File: config.mk
export PLATFORM = sky130hd
export DESIGN_NAME = dsp_result_collector_flat
export DESIGN_NICKNAME = d
export VERILOG_FILES = /design/src/rtl/dsp_result_collector_if.sv /design/src/rtl/dsp_result_collector.sv /design/src/flat_wrapper.sv
export SDC_FILE = /design/constraint.sdc
export NUM_CORES = 1
export LEC_CHECK = 0
export ABC_AREA = 1
export CAP_MARGIN = 20
export CORE_ASPECT_RATIO = 1.75
export CORE_MARGIN = 2
export CORE_UTILIZATION = 25
export CTS_BUF_LIST = sky130_fd_sc_hd__clkbuf_4 sky130_fd_sc_hd__clkbuf_8 sky130_fd_sc_hd__clkbuf_16
export DETAILED_ROUTE_END_ITERATION = 8
export PLACE_DENSITY = 0.47
export SYNTH_ARGS = -nofsm -noshare
export SYNTH_HDL_FRONTEND = slang
export SYNTH_SLANG_ARGS = --single-unit
File: constraint.sdc
create_clock -name clk -period 2.6 [get_ports clk]
set_clock_uncertainty 0.2 [all_clocks]
set_input_delay 0.39 -clock clk [delete_from_list [all_inputs] [get_ports clk]]
set_output_delay 0.39 -clock clk [all_outputs]
set_load 0.1 [all_outputs]
File: src/rtl/dsp_result_collector_if.sv
// Result stream between the collector (master) and its consumer (slave):
// valid/ready handshake carrying the masked result and its mode tag.
interface dsp_result_collector_if #(
  parameter int W = 18
);
  logic         res_valid;
  logic         res_ready;
  logic [W-1:0] res_data;
  logic [1:0]   res_mode;

  modport master (output res_valid, output res_data, output res_mode, input res_ready);
  modport slave  (input res_valid, input res_data, input res_mode, output res_ready);
endinterface

File: src/rtl/dsp_result_collector.sv
// Captures DSP_top results PIPES cycles after each issue, masks them by mode and queues them.
// Optional accumulator of popped results is enabled by defining COLLECTOR_ACCUM_EN.
module dsp_result_collector #(
  parameter int N     = 9,
  parameter int M     = 9,
  parameter int PIPES = 0,
  parameter int DEPTH = 4
) (
  input  logic                       clk,
  input  logic                       rst,
  input  logic                       i_start,
  input  logic [1:0]                 i_mode,
  input  logic [N+M-1:0]             i_dsp_out,
  dsp_result_collector_if.master     res,
  output logic [$clog2(DEPTH):0]     o_res_count,
  output logic                       o_overflow,
  output logic                       o_bad_mode
`ifdef COLLECTOR_ACCUM_EN
  ,
  input  logic                       i_acc_clr,
  output logic [31:0]                o_acc_sum
`endif
);

  localparam int W  = N + M;
  localparam int AW = $clog2(DEPTH);
  localparam int CW = AW + 1;

  // Keep only the result field that the issue mode defines as meaningful.
  function automatic logic [W-1:0] f_mask(input logic [W-1:0] d, input logic [1:0] m);
    logic [W-1:0] r;
    r = '0;
    for (int b = 0; b < W; b++) begin
      if ((m == 2'd2) || ((m == 2'd1) && (b < 15)) || ((m == 2'd0) && (b < 10)))
        r[b] = d[b];
    end
    return r;
  endfunction

  logic       w_tv;
  logic [1:0] w_tm;

  // Stage p0..pN: issue delay line aligned to DSP_top latency
  generate
    if (PIPES == 0) begin : g_nopipe
      assign w_tv = i_start;
      assign w_tm = i_mode;
    end else begin : g_pipe
      logic [PIPES-1:0] r_start_p;
      logic [1:0]       r_mode_p [PIPES];

      always_ff @(posedge clk) begin
        if (rst) begin
          r_start_p <= '0;
          for (int k = 0; k < PIPES; k++) r_mode_p[k] <= '0;
        end else begin
          r_start_p[0] <= i_start;
          r_mode_p[0]  <= i_mode;
          for (int k = 1; k < PIPES; k++) begin
            r_start_p[k] <= r_start_p[k-1];
            r_mode_p[k]  <= r_mode_p[k-1];
          end
        end
      end

      assign w_tv = r_start_p[PIPES-1];
      assign w_tm = r_mode_p[PIPES-1];
    end
  endgenerate

  logic [W-1:0]  r_mem_data [DEPTH];
  logic [1:0]    r_mem_mode [DEPTH];
  logic [AW-1:0] r_wr_ptr;
  logic [AW-1:0] r_rd_ptr;
  logic [CW-1:0] r_count;
  logic          r_overflow;
  logic          r_bad_mode;

  logic          w_valid;
  logic          w_full;
  logic          w_pop;
  logic          w_push_req;
  logic          w_push;
  logic [W-1:0]  w_head;

  assign w_valid    = (r_count != '0);
  assign w_full     = (r_count == CW'(DEPTH));
  assign w_pop      = w_valid && res.res_ready;
  assign w_push_req = w_tv && (w_tm != 2'd3) && !rst;
  // A full FIFO still accepts a push when the head leaves on the same edge.
  assign w_push     = w_push_req && (!w_full || w_pop);
  assign w_head     = w_valid ? r_mem_data[r_rd_ptr] : '0;

  // Stage p(PIPES): FIFO control
  always_ff @(posedge clk) begin
    if (rst) begin
      r_wr_ptr   <= '0;
      r_rd_ptr   <= '0;
      r_count    <= '0;
      r_overflow <= 1'b0;
      r_bad_mode <= 1'b0;
    end else begin
      if (w_push) r_wr_ptr <= r_wr_ptr + 1'b1;
      if (w_pop)  r_rd_ptr <= r_rd_ptr + 1'b1;
      case ({w_push, w_pop})
        2'b10:   r_count <= r_count + 1'b1;
        2'b01:   r_count <= r_count - 1'b1;
        default: r_count <= r_count;
      endcase
      if (w_push_req && !w_push)      r_overflow <= 1'b1;
      if (w_tv && (w_tm == 2'd3))     r_bad_mode <= 1'b1;
    end
  end

  always_ff @(posedge clk) begin
    if (w_push) begin
      r_mem_data[r_wr_ptr] <= f_mask(i_dsp_out, w_tm);
      r_mem_mode[r_wr_ptr] <= w_tm;
    end
  end

  // Outputs are forced to zero whenever the FIFO is empty, including just after reset.
  assign res.res_valid = w_valid;
  assign res.res_data  = w_head;
  assign res.res_mode  = w_valid ? r_mem_mode[r_rd_ptr] : 2'd0;
  assign o_res_count   = r_count;
  assign o_overflow    = r_overflow;
  assign o_bad_mode    = r_bad_mode;

`ifdef COLLECTOR_ACCUM_EN
  logic [31:0] r_acc_sum;

  // Stage p(PIPES+1): running sum of popped results; clear-with-pop loads the popped value.
  always_ff @(posedge clk) begin
    if (rst) begin
      r_acc_sum <= '0;
    end else if (i_acc_clr) begin
      r_acc_sum <= w_pop ? 32'(w_head) : 32'd0;
    end else if (w_pop) begin
      r_acc_sum <= r_acc_sum + 32'(w_head);
    end
  end

  assign o_acc_sum = r_acc_sum;
`endif

endmodule

File: src/flat_wrapper.sv
// flat-port wrapper written by rule: the top's interface ports become plain ports
module dsp_result_collector_flat 
#(
  parameter int N     = 9,
  parameter int M     = 9,
  parameter int PIPES = 0,
  parameter int DEPTH = 4
)
  (clk, rst, i_start, i_mode, i_dsp_out, o_res_count, o_overflow, o_bad_mode, res_res_valid, res_res_data, res_res_mode, res_res_ready);
  dsp_result_collector_if res_i ();
  input  logic clk;
  input  logic rst;
  input  logic i_start;
  input  logic [1:0] i_mode;
  input  logic [N+M-1:0] i_dsp_out;
  output logic [$clog2(DEPTH):0] o_res_count;
  output logic o_overflow;
  output logic o_bad_mode;
  output wire logic [$bits(res_i.res_valid)-1:0] res_res_valid;
  output wire logic [$bits(res_i.res_data)-1:0] res_res_data;
  output wire logic [$bits(res_i.res_mode)-1:0] res_res_mode;
  input wire logic [$bits(res_i.res_ready)-1:0] res_res_ready;
  assign res_res_valid = res_i.res_valid;
  assign res_res_data = res_i.res_data;
  assign res_res_mode = res_i.res_mode;
  assign res_i.res_ready = res_res_ready;
  dsp_result_collector #(.N(N), .M(M), .PIPES(PIPES), .DEPTH(DEPTH)) u_core (.clk(clk), .rst(rst), .i_start(i_start), .i_mode(i_mode), .i_dsp_out(i_dsp_out), .res(res_i), .o_res_count(o_res_count), .o_overflow(o_overflow), .o_bad_mode(o_bad_mode));
endmodule
==> impl_metrics.csv, run 1 <==
group,metric,value,unit
run_status,outcome,"finished clean",
timing,tightest_slew,0.8092,ns
timing,timing.fmax,411.5,MHz
drt,drc,0,
timing,period_minus_slack,2.430,ns
final_layout,area_delta_synth_final,41.31,%
pwr,intPower,3.517,mW
cts,clk_pin_slew,0.06,ns
floorplanning,die-height,168.1,µm
final_layout,drive_gt1_share,22.71,%
pwr,p_comb_share,47.1,%
placement,port-buffer-count,49,
placement,gp_congestion,0.7241,
setup_path,end_kind,"output port",
drt,wirelength,9150,µm
cts,clkLatencyLatePin,0.34,ns
worst_hold_path,hp-class,"flip-flop to flip-flop",
floorplanning,dieArea,0.01643,mm²
setup_path,cp-start-kind,"flip-flop",
timing,setup_viol,0,
cts,numClockSinks,91,
timing,fin_crit_sh,93.48,%
pwr,power_switching,2.515,mW
global_route,grt_antenna_before_repair,0,
timing,finalHoldViolCount,0,
synthesis,synth.net_count,383,
timing,slew_viol_final,0,
pwr,switching_share,41.70,%
final_layout,nNetsFinal,440,
drt,dr.first_iter.drc_count,189,
drt,via_count,2568,
synthesis,ys_types,27,
global_route,grt_pass1_wl,14170,µm
global_route,grt_overflow,0,
pwr,seqPwrFrac,28.0,%
synthesis,synth_area,0.003846,mm²
pwr,vdd.ir_drop.worst,635.1,µV
pwr,share_clk_of_total_power,24.9,%
placement,dp_hpwl,5830,µm
pwr,p_per_area,1110,mW/mm²
timing,slew-limit-headroom,45.99,%
pwr,power,6.032,mW
setup_path,worstPathRequired,2.01,ns
cts,cts_buffer_depth,2,
floorplanning,die_w,97.76,µm
global_route,grt_pass1_vias,2648,
drt,ant_nets,0,
cts,cts_max_level,3,
cts,cts_root_buffer,"clkbuf_16",
timing,rsz0062_at_grt,"yes",
floorplanning,start_util,25.24,%
floorplanning,core,0.01524,mm²
drt,dr.pass1.iters,4,
placement,dp_slack,0.1546,ns
pwr,leakage,1.983,nW
setup_path,critical_path.max_fanout,40,
setup_path,critPathArrivalTime,1.84,ns
global_route,grt_util_all_layers,11.44,%
timing,worst_slack,0.1696,ns
synthesis,syn_avg_cell_area,10.93,µm²
synthesis,ys_seq_area_share,68.18,%
cts,tritoncts,"done",
synthesis,synthCells,352,
global_route,grt_max_degree,41,
setup_path,critPathKind,"flip-flop to output port",
drt,wire_per_inst,15.25,µm
floorplanning,num_rows,60,
cts,cts_hold_buf,0,
cts,cts_buffers,9,
synthesis,ys_ff_latch,91,
flow_run,maxCapViolCount,0,
drt,via_per_inst,4.280,
synthesis,ys.warnings.count,0,
floorplanning,ios,50,
timing,fin_tns_setup,0,ns
final_layout,n_antenna_cell,0,
[state kept, by name, indices dropped and copies added (netlist names), named ones only]
signal	cells
u_core.o_bad_mode	1
u_core.r_rd_ptr	2
u_core.o_res_count	3
u_core.r_mem_data	72
u_core.o_overflow	1
u_core.r_mem_mode	8
u_core.r_wr_ptr	2
[worst paths after layout]
kind / from / end / slack, ns / cells past startpoint
min: u_core.o_bad_mode$_SDFFE_PP0P_ / u_core.o_bad_mode$_SDFFE_PP0P_ / 0.28 / 2
max: flip-flop / res_res_data[9] / 0.17 / 6
max reg2reg: u_core.o_res_count[2]$_SDFFE_PP0P_ / u_core.o_res_count[2]$_SDFFE_PP0P_ / 0.70 / 10
min reg2reg: u_core.o_bad_mode$_SDFFE_PP0P_ / u_core.o_bad_mode$_SDFFE_PP0P_ / 0.28 / 2
[critical path, cell delays in order (launching register included)]
cell,delay (ns)
dfxtp_1,0.33
buf_4,0.40
nor2_1,0.10
nor2_1,0.11
o21ai_0,0.15
a21oi_4,0.21
buf_12,0.19
[cell usage after synthesis]
master | count | area share, %
inv_1 | 33 | 3.2
nor2_1 | 106 | 10
buf_1 | 1 | 0.097
fa_1 | 1 | 0.52
inv_2 | 2 | 0.20
and3_1 | 1 | 0.16
nor2_2 | 1 | 0.16
dfxtp_1 | 11 | 5.7
nand3_1 | 2 | 0.26
a21oi_1 | 25 | 3.3
nand2_1 | 12 | 1.2
nand3_2 | 1 | 0.26
o21ai_0 | 42 | 5.5
clkbuf_2 | 5 | 0.65
nor2_4 | 2 | 0.59
nand2_2 | 2 | 0.33
ha_1 | 6 | 2.0
buf_2 | 4 | 0.52
nand2_4 | 3 | 0.88
or2_0 | 1 | 0.16
nand3b_1 | 1 | 0.20
o21ai_1 | 1 | 0.13
buf_4 | 2 | 0.39
clkbuf_1 | 4 | 0.39
o21a_1 | 1 | 0.20
edfxtp_1 | 80 | 62
nand4_1 | 2 | 0.33
[what timing repair did]
| item | CTS | global route |
|---|---|---|
| setup buffers | 0 | 0 |
| setup endpoints to repair | 0 | 7 |
| gates resized for setup | 0 | 0 |
[power by group through the flow]
stage / clock, mW / combinational (mW) / sequential, mW
floorplan: 0 / 1.82 / 1.82
detailed placement: 0 / 2.87 / 1.72
global route: 1.60 / 2.96 / 1.69
CTS: 1.54 / 2.88 / 1.69
finish: 1.50 / 2.84 / 1.69
global placement: 0 / 2.83 / 1.72
[layout by cell type, fill, tap and decap left out, drive strengths merged, types with 2 or more instances in the layout]
| master | n |
|---|---|
| o21ai | 43 |
| nand2 | 17 |
| edfxtp | 80 |
| inv | 36 |
| bufinv | 3 |
| nand3 | 3 |
| a21oi | 25 |
| ha | 6 |
| nand4 | 2 |
| nor2 | 109 |
| buf | 39 |
| clkdlybuf4s50 | 23 |
| clkbuf | 11 |
| dfxtp | 11 |
[layout make-up]
type                    instances  area, µm²
clock inverters                 5      110.1
inverters                      35      131.4
fillers                      1477       9804
well taps                     186      232.7
multi-input cells             210       1249
repair buffers                 62      843.3
flip-flops and latches         91       2629
clock buffers                  11      240.2
[through the flow]
stage	cell area [µm²]	hold WS, ns	utilization, %	cells
finish	5435	0.2822	35.67	600
global route	5435	0.3170	35.67	600
CTS	5435	0.2843	35.67	600
detailed placement	5085	0.2663	33.37	584
global placement	5057	0.2545	33.19	583
floorplan	4078	0.2517	-	352
[routing by layer]
metal	part of all wire, %	vias up	wire length, µm	GRT usage, %
li1	-	1294	-	-
met2	55	44	4989	20.96
met5	0	-	0	0
met1	41	1220	3727	12.85
met4	1.8	0	169	5.072
met3	2.9	10	264	1.993
[logic make-up after synthesis]
kind of cell	synth area share [%]
buffers and inverters	5.465
adders and majority gates	2.472
DFF	68.18
and+or+nand+nor	14.83
AOI/OAI and AO/OA	9.043
Power figures use the tool's default switching activity.
==> inputs of run 2 (changes only) <==
--- a/config.mk
+++ b/config.mk
@@ -5,14 +5,13 @@
 export SDC_FILE = /design/constraint.sdc
 export NUM_CORES = 1
 export LEC_CHECK = 0
-export ABC_AREA = 1
 export CAP_MARGIN = 20
 export CORE_ASPECT_RATIO = 1.75
 export CORE_MARGIN = 2
 export CORE_UTILIZATION = 25
 export CTS_BUF_LIST = sky130_fd_sc_hd__clkbuf_4 sky130_fd_sc_hd__clkbuf_8 sky130_fd_sc_hd__clkbuf_16
 export DETAILED_ROUTE_END_ITERATION = 8
-export PLACE_DENSITY = 0.47
+export PLACE_DENSITY = 0.48
 export SYNTH_ARGS = -nofsm -noshare
 export SYNTH_HDL_FRONTEND = slang
 export SYNTH_SLANG_ARGS = --single-unit
==> constraint.sdc (replaced) <==
create_clock -name clk -period 2.5 [get_ports clk]
set_clock_uncertainty 0.2 [all_clocks]
set_input_delay 0.375 -clock clk [delete_from_list [all_inputs] [get_ports clk]]
set_output_delay 0.375 -clock clk [all_outputs]
set_load 0.1 [all_outputs]
==> impl_metrics.csv, run 2 <==
group,metric,value,unit
global_route,grt_overflow,0,
final_layout,regMostFlops,"u_core.r_mem_data",
timing,fin_crit_sh,97.01,%
final_layout,final_cells,462,
timing,period_minus_slack,2.425,ns
cts,cts_hold_buf,0,
global_route,grt_max_degree,21,
global_route,grt_util_all_layers,9.886,%
synthesis,synth_ff_type,"edfxtp_1",
timing,tightest_slew,0.3362,ns
floorplanning,die-height,165.2,µm
synthesis,synth.top_cell.area_share,64.73,%
cts,clk_pin_slew,0.06,ns
cts,cts_setup_buffers,0,
setup_path,reg2reg_depth,6,
cts,numClockSinks,91,
worst_hold_path,hp-start,"u_core.o_bad_mode$_SDFFE_PP0P_",
global_route,grt_use_met1,10.24,%
final_layout,nNetsFinal,308,
global_route,use_met3,2.087,%
synthesis,syn_avg_cell_area,17.93,µm²
drt,drc,0,
setup_path,worstPathRequired,1.92,ns
drt,dr.pass1.iters,4,
drt,via_count,1928,
cts,clkLatencyLatePin,0.33,ns
timing,slew_viol_final,0,
synthesis,synthTopCellsByArea,"edfxtp_1 65%, mux4_2 12%, dfxtp_1 5.9%",
final_layout,drive_gt1_share,38.30,%
setup_path,cp-start-kind,"flip-flop",
setup_path,timing.rr.end,"u_core.o_res_count[2]$_SDFFE_PP0P_",
cts,cts_buffer_depth,2,
placement,post-place-cells,446,
timing,setup_viol,0,
floorplanning,start_util,25.70,%
global_route,grt_antenna_before_repair,0,
global_route,met2_usage,18.43,%
synthesis,synthCells,207,
synthesis,ys_types,27,
timing,timing.fmax,412.3,MHz
drt,dr.first_iter.drc_count,70,
placement,port-buffer-count,49,
run_status,outcome,"finished clean",
floorplanning,die_w,96.10,µm
final_layout,fillers,1337,
global_route,grt_pass1_vias,2131,
synthesis,synth_edf_count,80,
global_route,grt_pass1_wl,11280,µm
global_route,gr-max-usage-layer,"met2",
drt,wirelength,7110,µm
synthesis,yosysMostFrequentCell,"edfxtp_1",
placement,dp_hpwl,5096,µm
worst_hold_path,worst_hold_path.endpoint,"u_core.o_bad_mode$_SDFFE_PP0P_",
setup_path,critical_path.max_fanout,12,
timing,rsz0062_at_grt,"yes",
floorplanning,dieArea,0.01587,mm²
flow_run,maxCapViolCount,0,
final_layout,area_delta_synth_final,38.03,%
synthesis,synthArstFlopShare,0,%
cts,cts_max_level,3,
timing,finalHoldViolCount,0,
synthesis,synth_area,0.003711,mm²
floorplanning,num_rows,58,
synthesis,ys_seq_area_share,70.67,%
setup_path,critPathArrivalTime,1.85,ns
floorplanning,core,0.01444,mm²
synthesis,ys_top_cells_by_count,"80 x edfxtp_1, 27 x and2_1, 20 x mux4_2, 16 x nor2b_1",
drt,wire_per_inst,15.39,µm
final_layout,n_antenna_cell,0,
final_layout,layout_commonest_cell,"edfxtp_1",
placement,gp_congestion,0.7403,
cts,cts_buffers,9,
final_layout,mostFrequentLayoutCells,"80 x edfxtp_1, 25 x buf_12, 23 x clkdlybuf4s50_1",
worst_hold_path,min_path_cells,2,
setup_path,end_kind,"output port",
timing,slew-limit-headroom,77.53,%
drt,ant_nets,0,
floorplanning,ios,50,
setup_path,rr_startpoint,"u_core.o_res_count[0]$_SDFFE_PP0P_",
synthesis,synth.net_count,238,
cts,tritoncts,"done",
setup_path,r2r_slack,0.40,ns
drt,via_per_inst,4.173,
synthesis,ys_ff_latch,91,
synthesis,ys.warnings.count,0,
worst_hold_path,hp-class,"flip-flop to flip-flop",
final_layout,largest_reg_flops,72,
synthesis,synth_top_area_cell,"edfxtp_1",
cts,cts_root_buffer,"clkbuf_16",
setup_path,critPathKind,"flip-flop to output port",
==> run 2: worst max path at each step <==
stage | startpoint | endpoint | slack [ns] | cells past startpoint
floorplan | i_mode[0] | u_core.r_mem_data[0][0]$_DFFE_PP_ | 0.08 | 4
global placement | i_mode[0] | u_core.o_res_count[2]$_SDFFE_PP0P_ | -0.31 | 8
detailed placement | i_mode[1] | u_core.o_res_count[2]$_SDFFE_PP0P_ | -0.37 | 8
CTS | u_core.o_res_count[2]$_SDFFE_PP0P_ | res_res_mode[1] | 0.001 | 4
global route | flip-flop | res_res_mode[1] | -0.004 | 4
finish | flip-flop | res_res_data[8] | 0.07 | 4
==> run 2: metal layers <==
metal / vias to the layer above / routed length (µm)
li1: 920 / -
met1: 958 / 2663
met5: - / 0
met2: 43 / 4110
met4: 0 / 122
met3: 7 / 213
==> run 2: cell type report <==
cell class / instances / area (µm²) / area share, %
timing repair buffer: 68 / 884.6 / 17.27
multi-input combinational: 100 / 1071 / 20.91
inverter: 7 / 26.28 / 0.5129
sequential: 91 / 2626 / 51.27
clock inverter: 7 / 63.81 / 1.246
tap: 180 / 225.2 / 4.397
clock buffer: 9 / 225.2 / 4.397
==> run 2: worst max-delay path: stages (launching register included) <==
cell and delay, ns:
dfxtp_1 0.35, buf_6 0.22, mux4_2 0.55, and2_2 0.23, buf_12 0.16
==> run 2: repair_timing <==
action                                  CTS  global route
endpoints found under the setup margin    3             9
gates resized for setup                   2             2
cloned                                    0             0
==> run 2: stage by stage <==
| step | cell area, µm² | hold slack (ns) | TNS (ns) | utilization [%] | setup WS [ns] |
|---|---|---|---|---|---|
| 2_1_floorplan | 3754 | 0.2739 | 0 | - | 0.07668 |
| 4_1_cts | 5107 | 0.2928 | 0 | 35.37 | 0.001247 |
| 6_report | 5122 | 0.2803 | 0 | 35.47 | 0.07467 |
| 3_5_place_dp | 4812 | 0.2774 | -24.21 | 33.32 | -0.3662 |
| 3_3_place_gp | 4812 | 0.2570 | -21.65 | 33.32 | -0.3145 |
| 5_1_grt | 5122 | 0.3226 | -0.004452 | 35.47 | -0.004452 |
==> run 2: kinds of logic after synthesis <==
family	share of synthesized area, %
buffers and inverters	1.888
xor gates and xnor gates	0.7082
muxes	13.32
and+or+nand+nor	9.710
AOI/OAI and AO/OA	1.146
adders and majority gates	2.562
DFF	70.67
Power of run 2 is not shown: default switching activity piles up to over one toggle a cycle in this logic, so the estimate is an artifact.
==> edit 1 (config.mk and constraints of run 1) <==
Add an input register stage for `i_mode`, without a reset; this delays it by one clock. The other inputs are not delayed to match.
--- a/src/rtl/dsp_result_collector.sv
+++ b/src/rtl/dsp_result_collector.sv
@@ -26,6 +26,12 @@
   localparam int AW = $clog2(DEPTH);
   localparam int CW = AW + 1;
 
+  logic [1:0] i_mode_q;
+
+  always_ff @(posedge clk) begin
+    i_mode_q <= i_mode;
+  end
+
   // Keep only the result field that the issue mode defines as meaningful.
   function automatic logic [W-1:0] f_mask(input logic [W-1:0] d, input logic [1:0] m);
     logic [W-1:0] r;
@@ -44,7 +50,7 @@
   generate
     if (PIPES == 0) begin : g_nopipe
       assign w_tv = i_start;
-      assign w_tm = i_mode;
+      assign w_tm = i_mode_q;
     end else begin : g_pipe
       logic [PIPES-1:0] r_start_p;
       logic [1:0]       r_mode_p [PIPES];
@@ -55,7 +61,7 @@
           for (int k = 0; k < PIPES; k++) r_mode_p[k] <= '0;
         end else begin
           r_start_p[0] <= i_start;
-          r_mode_p[0]  <= i_mode;
+          r_mode_p[0]  <= i_mode_q;
           for (int k = 1; k < PIPES; k++) begin
             r_start_p[k] <= r_start_p[k-1];
             r_mode_p[k]  <= r_mode_p[k-1];
Function: changed (a bounded check fails within 4 cycles, from zero or initial values and one cycle with rst high).
==> edit 1 against run 1 <==
Count of clock-buffer cells in the layout fell by 1; critical path depth fell by 1; design area fell by 2.7%; area after synthesis barely moved; sequential cell count rose by 2; setup slack improved by 0.044 ns; global-route usage fell by 0.63 points; cell count fell by 0.50%; wire length fell by 6.8%; power fell by 17%; critical endpoint is now res_res_data[5]; largest cell class unchanged.
==> edit 1: results (changes against run 1) <==
* Vias post-DR at 2,548 (-0.78%)
* Vias in the first global route at 2,650 (+0.076%)
* Largest cells by area after synthesis: edfxtp_1 62%, nor2_1 10%, dfxtp_1 6.8%
* Global Route met2 Usage at 19.0% (-1.9 points)
* Top sig layer: met4
* Status: finished, final reports clean
* Worst Path Max Fanout at 20 (-50%)
* Reg2reg setup slack at 0.47 ns (-0.23 ns)
* M1 GR Usage at 11.5% (-1.4 points)
* Synth cell types at 23 (-15%)
* Iteration-0 DRC Markers at 129 (-32%)
* Hold_sp: u_core.o_bad_mode$_SDFFE_PP0P_
* Met3 wire len at 289 µm (+9.5%)
* Actual slew at the worst max-slew pin at 0.753 ns (-0.0561 ns)
* R2R cell count at 8 (-2)
* Type of origin of the critical path: flop
* Post-route met1 wirelength at 3.47 mm (-6.9%)
* Reg with most FFs: u_core.r_mem_data
* Routed met2 length at 4.46 mm (-11%)
* Leakage at 1.91 nW (-3.5%)
* Area after DPL at 4990 µm² (-1.8%)
* Peak supply drop at 0.467 mV (-26%)
* Layout cells sized above 1 at 20.4% (-2.3 points)
* Top post-synthesis cells by count: 104 x nor2_1, 80 x edfxtp_1, 45 x o21ai_0, 34 x inv_1, 28 x a21oi_1
* Worst hold path endpoint: u_core.o_bad_mode$_SDFFE_PP0P_
* Slowest stage cell, crit path: inv_1
* Critical path's largest stage delay at 0.55 ns (+0.15 ns)
* Final wirelength at 8.53 mm (-6.8%)
* CP Capture Point: res_res_data[5]
* Seq/Total Area, Yosys at 69.2% (+0.97 points)
* Final Wtd Congestion at 0.717 (-1.0%)
* Arr. time, crit path at 1.80 ns (-0.04 ns)
* Final nets at 437 (-0.68%)
* Setup Fix Bufs, Post-CTS at 0 (unchanged)
* Reg2reg start: u_core.i_mode_q[1]$_DFF_P_
* First-pass GRT wire length at 13.5 mm (-4.8%)
* Post-DP HPWL at 5.60 mm (-3.9%)
* All-Layer GR Usage at 10.8% (-0.63 points)
* Met3 Usage GRT at 2.62% (+0.62 points)
[edit 1: cell count changes after synthesis, sizes merged]
cell | run 1 | this run
or2 | 1 | 0
nor2 | 109 | 105
nand4 | 2 | 1
o21a | 1 | 0
nand2 | 17 | 15
clkbuf | 9 | 10
a21oi | 25 | 28
dfxtp | 11 | 13
o21ai | 43 | 46
a21boi | 0 | 1
nand3 | 3 | 4
and3 | 1 | 0
buf | 7 | 6
[edit 1: where the power goes]
| group | internal [mW] | total (mW) | leakage (nW) | switching, mW |
|---|---|---|---|---|
| clock network | 0.754 | 1.30 | 0.142 | 0.546 |
| registers | 1.68 | 1.71 | 0.842 | 0.0307 |
| logic | 0.631 | 2.03 | 0.931 | 1.40 |
[edit 1: tightest hold or removal path: stages, from the launching register on]
cell	delay, ns
dfxtp_1	0.33
a21oi_1	0.04
nor2_1	0.07
[edit 1: per-stage QoR]
stage	std cells	hold WS, ns	total power, mW	setup WS, ns
after floorplan	352	0.218	3.10	-0.0876
after global placement	581	0.261	3.78	0.274
after detailed placement	581	0.262	3.79	0.228
after CTS	597	0.278	5.09	0.171
after global routing	597	0.281	5.22	0.0567
final	597	0.276	5.04	0.214
[edit 1: kinds of logic (layout without fill, tap and decap cells)]
group | after synthesis | count (layout) | synth area share, %
buffers and inverters | 51 | 110 | 5.43
AO/OA/AOI/OAI | 75 | 75 | 9.81
flip-flops | 93 | 93 | 69.2
adder cells (fa/ha/maj) | 7 | 7 | 2.47
AND/OR/NAND/NOR | 126 | 126 | 13.1
[edit 1: layout make-up]
type	instances	area, µm²
Clock buffer	10	233
Clock inverter	6	62.6
Fill cell	1507	9950
Inverter	35	131
Multi-Input combinational cell	208	1140
Sequential cell	93	2670
Tap cell	186	233
Timing Repair Buffer	59	813
==> edit 2 (config.mk and constraints of run 1) <==
Without the edit above. Register the output `o_overflow` once more, with the module's reset; this adds one clock of latency there. The other outputs are not delayed to match.
--- a/src/rtl/dsp_result_collector.sv
+++ b/src/rtl/dsp_result_collector.sv
@@ -124,7 +124,13 @@
   assign res.res_data  = w_head;
   assign res.res_mode  = w_valid ? r_mem_mode[r_rd_ptr] : 2'd0;
   assign o_res_count   = r_count;
-  assign o_overflow    = r_overflow;
+  always_ff @(posedge clk) begin
+    if (rst) begin
+      o_overflow <= '0;
+    end else begin
+      o_overflow <= r_overflow;
+    end
+  end
   assign o_bad_mode    = r_bad_mode;
 
 `ifdef COLLECTOR_ACCUM_EN
Formal check against the unedited RTL: not equivalent (a bounded check fails within 10 cycles, from zero or initial values and one cycle with rst high).
==> edit 2 against run 1 <==
Power down 4.4%; area after synthesis increased by 0.52%; setup slack better by 0.026 ns; wire length down 0.47%; non-clock buffer count up 5; maximum frequency up 1.1%; critical path depth down 1; count of clock-buffer cells in the layout fell by 2; design area shrank 0.81%; sequential cell count grew 1.
==> edit 2: results (changes against run 1) <==
* Leakage at 1.96 nW (-1.1%)
* Setup WS pre-CTS at 0.127 ns (-0.0278 ns)
* Post-DP HPWL at 6.20 mm (+6.3%)
* Area after DPL at 5100 µm² (+0.37%)
* Largest cells by area after synthesis: edfxtp_1 62%, nor2_1 10%, dfxtp_1 6.2%
* H-Tree Depth at 3 (unchanged)
* Global Route met2 Usage at 21.7% (+0.78 points)
* #FFs+latches synth at 92 (+1.1%)
* Layout cells sized above 1 at 23.8% (+1.0 points)
* Top post-synthesis cells by count: 107 x nor2_1, 80 x edfxtp_1, 42 x o21ai_0, 34 x inv_1, 25 x a21oi_1
* First-pass GRT wire length at 14.7 mm (+4.0%)
* Core area at 15,200 µm² (unchanged)
* Signal buffers share of area at 15.6% (+0.056 points)
* Signal inverters at 36 (+2.9%)
* Average size of a mapped cell at 10.9 µm² (about the same)
* Vias post-DR at 2,602 (+1.3%)
* Seq/Total Area, Yosys at 68.3% (+0.16 points)
* Inst Count DP at 591 (+1.2%)
* CP Capture Point: res_res_data[12]
* M1 GR Usage at 13.0% (+0.14 points)
* Bufs w/o clock at 67 (+8.1%)
* Vias in the first global route at 2,813 (+6.2%)
* Final Wtd Congestion at 0.754 (+4.1%)
* Clock buffer cells at 9 (-2)
* Iteration-0 DRC Markers at 125 (-34%)
* Post-route met1 wirelength at 3.61 mm (-3.1%)
* Max FFs per register at 72 (unchanged)
* Reg2reg setup slack at 0.75 ns (+0.05 ns)
* Syn Nets at 385 (+0.52%)
* Worst Path Max Fanout at 20 (-50%)
* Area delta synth->final at 39.4%
* All-Layer GR Usage at 11.7% (+0.25 points)
* Async SR Flop Fraction at 0% (unchanged)
* Wirelength per Cell at 15.0 µm (-1.6%)
* Met3 wire len at 305 µm (+16%)
* Routed met2 length at 5.03 mm (+0.78%)
* Finished Layout Cells at 607 (+1.2%)
* Actual slew at the worst max-slew pin at 0.783 ns (-0.0259 ns)
* Peak supply drop at 0.540 mV (-15%)
* R2R cell count at 10 (unchanged)
* Top sig layer: met4
* Layout clock area frac at 5.27% (-1.2 points)
* Register area at 2650 µm² (+0.76%)
* Post-synth EDFFs at 80 (unchanged)
* Met3 Usage GRT at 2.11% (+0.11 points)
* Arr. time, crit path at 1.81 ns (-0.03 ns)
* Diode count at 0 (unchanged)
* Multi-input logic area at 1250 µm² (+0.20%)
* Status: finished, final reports clean
* Multi-input gates at 210 (unchanged)
* Final nets at 447 (+1.6%)
* Crit path time final at 2.40 ns (-0.0255 ns)
* Fillers at 1,512 (+2.4%)
* Hold_sp: u_core.r_overflow$_SDFFE_PP0P_
edit 2: cell types whose count changed in the layout (fill, tap and decap cells not counted), moves of 2 or more:
cell | before | now
buf_4 | 14 | 21
bufinv_16 | 3 | 0
buf_12 | 24 | 22
clkbuf_4 | 2 | 0
clkinvlp_4 | 0 | 2
nand2_1 | 12 | 10
edit 2: what timing repair did:
item / in CTS / in global routing
hold buffers: 0 / 0
endpoints found under the setup margin: 0 / 4
gates resized for setup: 0 / 1
setup buffers: 0 / 0
edit 2: critical path, stage by stage (launching register included):
cell     delay [ns]
dfxtp_1        0.31
inv_1          0.57
nor2_1         0.10
o21ai_0        0.18
a21oi_4        0.11
buf_12         0.18
edit 2: worst min path at each step:
| stage | end | slack [ns] |
|---|---|---|
| floorplan | u_core.o_overflow$_SDFF_PP0_ | 0.21 |
| global placement | u_core.o_overflow$_SDFF_PP0_ | 0.22 |
| detailed placement | u_core.o_overflow$_SDFF_PP0_ | 0.22 |
| CTS | u_core.o_overflow$_SDFF_PP0_ | 0.23 |
| global route | u_core.o_overflow$_SDFF_PP0_ | 0.25 |
| finish | u_core.o_overflow$_SDFF_PP0_ | 0.23 |
edit 2: report_power, final:
group / switching [mW] / leakage (nW) / total (mW) / internal [mW]
combinational: 1.94 / 0.998 / 2.81 / 0.878
clock: 0.586 / 0.134 / 1.25 / 0.663
sequential: 0.0333 / 0.831 / 1.70 / 1.67
total: 2.56 / 1.96 / 5.77 / 3.21
edit 2: cell families (layout without fill, tap and decap cells):
| logic type | after synthesis | after routing | synth area share [%] |
|---|---|---|---|
| adders and majority gates | 7 | 7 | 2.46 |
| DFF | 92 | 92 | 68.3 |
| and+or+nand+nor | 134 | 134 | 14.9 |
| AOI/OAI and AO/OA | 69 | 69 | 8.96 |
| buffers and inverters | 52 | 119 | 5.37 |
